<file path="config.mk">
export PLATFORM = sky130hd
export DESIGN_NAME = shift_reg_lr_load
export DESIGN_NICKNAME = d
export VERILOG_FILES = /design/src/rtl/shift_reg_pkg.sv /design/src/rtl/shift_reg_lr_core.sv /design/src/rtl/shift_reg_lr_load.sv
export SDC_FILE = /design/constraint.sdc
export NUM_CORES = 1
export LEC_CHECK = 0
export ABC_AREA = 1
export ABC_CLOCK_PERIOD_IN_PS = 1330
export BUFFER_PORTS_ARGS = -buffer_cell sky130_fd_sc_hd__buf_2
export CAP_MARGIN = 20
export CORE_ASPECT_RATIO = 1.2
export CORE_MARGIN = 4
export CORE_UTILIZATION = 48
export DETAILED_ROUTE_END_ITERATION = 12
export GPL_TIMING_DRIVEN = 0
export PLACE_DENSITY = 0.74
export SYNTH_ARGS = -nofsm -noshare
export SYNTH_HDL_FRONTEND = slang
export SYNTH_SLANG_ARGS = --single-unit
</file>
<file path="constraint.sdc">
create_clock -name clk -period 1.33 [get_ports clk]
set_input_delay 0.266 -clock clk [delete_from_list [all_inputs] [get_ports clk]]
set_output_delay 0.266 -clock clk [all_outputs]
set_load 0.03 [all_outputs]
</file>
<file path="src/rtl/shift_reg_pkg.sv">
// shift_reg_pkg: shared FSM state type and shift-direction constants.
//   state_t   : IDLE (accepting commands) / SHIFT (multi-cycle shift running)
//   DIR_LEFT  : shift toward the MSB
//   DIR_RIGHT : shift toward the LSB
package shift_reg_pkg;
    typedef enum logic {IDLE, SHIFT} state_t;
    localparam logic DIR_LEFT  = 1'b1;
    localparam logic DIR_RIGHT = 1'b0;
endpackage

</file>
<file path="src/rtl/shift_reg_lr_core.sv">
// shift_reg_lr_core: combinational single-bit left/right shift step.
//   data      in  : current register value
//   dir       in  : DIR_LEFT or DIR_RIGHT
//   fill      in  : bit entering the vacated position
//   next_data out : shifted value
//   out_bit   out : bit leaving the register (MSB for left, LSB for right)
module shift_reg_lr_core
    import shift_reg_pkg::*;
#(
    parameter int W = 8
) (
    input  logic [W-1:0] data,
    input  logic         dir,
    input  logic         fill,
    output logic [W-1:0] next_data,
    output logic         out_bit
);
    always_comb begin
        next_data = (dir == DIR_LEFT) ? {data[W-2:0], fill} : {fill, data[W-1:1]};
        out_bit   = (dir == DIR_LEFT) ? data[W-1] : data[0];
    end
endmodule

</file>
<file path="src/rtl/shift_reg_lr_load.sv">
// shift_reg_lr_load: loadable register with multi-cycle left/right shift, one bit per clock.
//   clk, reset_n (sync, active-low)
//   cmd_valid/cmd_ready : command handshake, accepted only in IDLE
//   load, shift_left_right, data_in, shift_amt : command fields sampled at acceptance
//   serial_in  : fill bit, sampled on each shift edge
//   data_out, serial_out, busy, done : register, last bit out, shift running, completion pulse
//   Optional macro SHIFT_REG_ROTATE_EN adds input rotate (fill = outgoing bit).
module shift_reg_lr_load
    import shift_reg_pkg::*;
#(
    parameter int REG_WIDTH = 8,
    localparam int SHAMT_W = $clog2(REG_WIDTH) + 1
) (
    input  logic                 clk,
    input  logic                 reset_n,
    input  logic                 cmd_valid,
    output logic                 cmd_ready,
    input  logic                 load,
    input  logic                 shift_left_right,
    input  logic [REG_WIDTH-1:0] data_in,
    input  logic [SHAMT_W-1:0]   shift_amt,
    input  logic                 serial_in,
`ifdef SHIFT_REG_ROTATE_EN
    input  logic                 rotate,
`endif
    output logic [REG_WIDTH-1:0] data_out,
    output logic                 serial_out,
    output logic                 busy,
    output logic                 done
);
    state_t               state, state_next;
    logic [SHAMT_W-1:0]   count, amt_c;
    logic                 dir, fill, out_bit, accept;
    logic [REG_WIDTH-1:0] next_data;
`ifdef SHIFT_REG_ROTATE_EN
    logic                 rot;
`endif

    shift_reg_lr_core #(.W(REG_WIDTH)) u_core (
        .data      (data_out),
        .dir       (dir),
        .fill      (fill),
        .next_data (next_data),
        .out_bit   (out_bit)
    );

    always_comb begin
        cmd_ready = (state == IDLE);
        busy      = (state == SHIFT);
        accept    = cmd_valid && cmd_ready;
        amt_c     = (shift_amt > SHAMT_W'(REG_WIDTH)) ? SHAMT_W'(REG_WIDTH) : shift_amt;
`ifdef SHIFT_REG_ROTATE_EN
        // Outgoing bit is derived from data_out directly to keep the core free of a feedback path.
        fill = rot ? ((dir == DIR_LEFT) ? data_out[REG_WIDTH-1] : data_out[0]) : serial_in;
`else
        fill = serial_in;
`endif
        state_next = state;
        if (state == IDLE)
            state_next = (accept && !load && amt_c != '0) ? SHIFT : IDLE;
        else
            state_next = (count == SHAMT_W'(1)) ? IDLE : SHIFT;
    end

    always_ff @(posedge clk) begin
        if (!reset_n) state <= IDLE;
        else          state <= state_next;
    end

    always_ff @(posedge clk) begin
        if (!reset_n) begin
            data_out   <= '0;
            serial_out <= 1'b0;
            done       <= 1'b0;
            count      <= '0;
            dir        <= DIR_RIGHT;
`ifdef SHIFT_REG_ROTATE_EN
            rot        <= 1'b0;
`endif
        end else begin
            done <= 1'b0;
            if (state == SHIFT) begin
                data_out   <= next_data;
                serial_out <= out_bit;
                count      <= count - SHAMT_W'(1);
                done       <= (count == SHAMT_W'(1));
            end else if (accept) begin
                if (load) begin
                    data_out <= data_in;
                    done     <= 1'b1;
                end else begin
                    dir   <= shift_left_right;
                    count <= amt_c;
                    done  <= (amt_c == '0);
`ifdef SHIFT_REG_ROTATE_EN
                    rot   <= rotate;
`endif
                end
            end
        end
    end
endmodule
</file>
==> impl_metrics.csv <==
group,metric,value,unit
power,total_power,1250,µW
worst_setup_path,crit_fanout,7,
synth,ys_warn_count,0,
global_routing,antenna_found_initial,0,
floorplan,die_area,2660,µm²
floorplan,die_w,47.7,µm
sta,max_freq,0.805,GHz
global_routing,grt_overflow,0,
outcome,status,"finished, final reports clean",
floorplan,rows,17,
synth,synth_largest_area_cell,"dfxtp_1",
worst_setup_path,worstRegToRegCells,8,
synth,synth-seq-cells,16,
floorplan,ios,30,
sta,relSlewSlack,83.0,%
sta,finalHoldViolCount,0,
routing,routedWlPerCell,12.2,µm
worst_setup_path,cp.required,1.06,ns
sta,tns,0,ns
sta,max_slew.worst_pin.slew,0.254,ns
sta,rsz0062_at_grt,"false",
routing,route.detailed.drc,0,
worst_setup_path,arrival,0.98,ns
cells_and_area,seq_area,322,µm²
placement,gp_congestion,0.852,
sta,maxSlewViolCount,0,
clocking,htreeDepth,1,
sta,fin_skew,0.0101,ns
routing,antenna_left,0,
cells_and_area,multi_input_area,472,µm²
synth,yosys.cell_types.count,15,
clocking,cts_max_path_buffers,2,
hold_path,min-delay-start,"shift_left_right",
clocking,clkTransAtPathRegs,0.11,ns
placement,port_buffers,29,
global_routing,grt_pass1_wl,3860,µm
cells_and_area,fill_cells,183,
worst_setup_path,r2r_slack,0.18,ns
global_routing,grtUsageTotal,19.5,%
worst_setup_path,max_stage_delay,0.35,ns
cells_and_area,area_growth,25.0,%
routing,via_per_inst,5.45,
global_routing,grt_pass1_vias,908,
clocking,cts-root-buf,"clkbuf_4",
clocking,clock_latency,0.29,ns
global_routing,grt_max_degree,11,
clocking,cts_tree,"done",
cells_and_area,nets,193,
cells_and_area,layout_common_cells,"nand2_1, buf_2, inv_1, nor2_1, dfxtp_1",
worst_setup_path,r2r_start,"count[0]",
routing,vias,1041,
hold_path,holdCritPathClass,"in -> reg",
synth,synth_top_area_share,35.2,%
routing,drt_pass1_iterations,4,
synth,syn_inst,137,
floorplan,die_h,55.7,µm
worst_setup_path,cp_cell_sequence,"inv_2 -> buf_6 -> buf_6",
clocking,clock_sinks,16,
sta,setup_viol,0,
worst_setup_path,crit_path_end_kind,"output port",
routing,routed_wl,2340,µm
worst_setup_path,worstSetupPathType,"reg -> out",
cells_and_area,diodes,0,
worst_setup_path,startpoint_type,"register",
synth,synth_seq_area_share,35.2,%
power,ir_drop,0.485,mV
synth,avgSynthCellArea,6.64,µm²
cells_and_area,drive_above_1_share,26.2,%
placement,hpwl,1760,µm
hold_path,holdPathEnd,"dir",
floorplan,initial_core_util,49.7,%
job,cap_violations,0,
synth,synthTopCellsByArea,"dfxtp_1, nand2_1, o21ai_0",
worst_setup_path,r2r-end,"count[2]",
floorplan,core_area,1830,µm²
sta,period_needed,1.24,ns
hold_path,hold_depth,3,
routing,drt-initial-drc-count,23,
power,power_density,1100,nW/µm²
synth,syn_nets,157,
clocking,numCtsBuffers,3,
worst_setup_path,worst_path_most_repeated_cell,"buf_6",
worst_setup_path,critPathSlowestCell,"dfxtp_2",
synth,syn_area,910,µm²
power,power.leakage,0.000588,µW
sta,fin_crit_sh,93.4,%
## final cells by class
| cell class | instances | share of cell area (%) |
|---|---|---|
| multi-input cells | 98 | 41.5 |
| flip-flops and latches | 16 | 28.3 |
| repair buffers | 31 | 14.6 |
| inverters | 18 | 5.94 |
| plain buffers | 5 | 4.40 |
| clock buffers | 4 | 3.19 |
| well taps | 19 | 2.09 |
## worst max-delay path: cells and delay by family, from the launching register on
kind                   cells  cell delay, ns
buffers and inverters      3            0.35
flip-flops                 1            0.35
## per-stage QoR
stage               hold WS (ns)  util (%)  setup WS (ns)  area, µm²  instances
finish                     0.187      62.2         0.0879       1140        191
floorplan                  0.398         -          0.192        910        137
detailed placement         0.478      59.0          0.163       1080        185
global placement           0.477      59.0          0.213       1080        185
CTS                        0.198      61.1        0.00104       1120        189
global route               0.208      62.2         0.0239       1140        191
## how the worst max path moves through the flow
stage                          from          end  cells past startpoint
after floorplan                busy     count[3]                      6
after global placement    cmd_valid  data_out[3]                      5
after detailed placement  cmd_valid  data_out[4]                      5
after CTS                      busy    cmd_ready                      3
after global routing           busy    cmd_ready                      3
final                          busy    cmd_ready                      3
## cell usage after synthesis, drive strengths merged
cell and number:
nand2 31, o21ai 19, ha 2, inv 18, nand3 9, o211ai 7
buf 5, nor2 16, a21oi 12, or2 2, dfxtp 16
## power by group
part	switching [µW]	internal [µW]
sequential	38.8	524
combinational	222	131
clock	165	167
## cells by family (layout without fill, tap and decap cells)
group | Yosys count | in the layout | share of synthesized area [%]
AO/OA/AOI/OAI | 38 | 38 | 22.8
adder cells (fa/ha/maj) | 2 | 2 | 2.75
buffers and inverters | 23 | 58 | 12.9
AND/OR/NAND/NOR | 58 | 58 | 26.3
flip-flops | 16 | 16 | 35.2
## layer usage
| metal | wire length (µm) | part of all wire (%) | track usage (%) |
|---|---|---|---|
| met1 | 977 | 42 | 22.0 |
| met3 | 150 | 6.4 | 3.88 |
| met4 | 24 | 1.0 | 8.85 |
| met5 | 0 | 0 | 0 |
| met2 | 1180 | 51 | 32.9 |
## sequential cells by signal, indices dropped and copies added (netlist names)
| signal | count |
|---|---|
| busy | 1 |
| serial_out | 1 |
| dir | 1 |
| data_out | 8 |
| done | 1 |
| count | 4 |
## repair_timing
item | 4_1_cts | 5_1_grt
pin swaps | 0 | 0
setup buffers | 0 | 2
hold buffers | 0 | 0
resized for setup | 1 | 2
endpoints found under the setup margin | 1 | 1
Note: power is estimated with default switching activity, not from simulation.
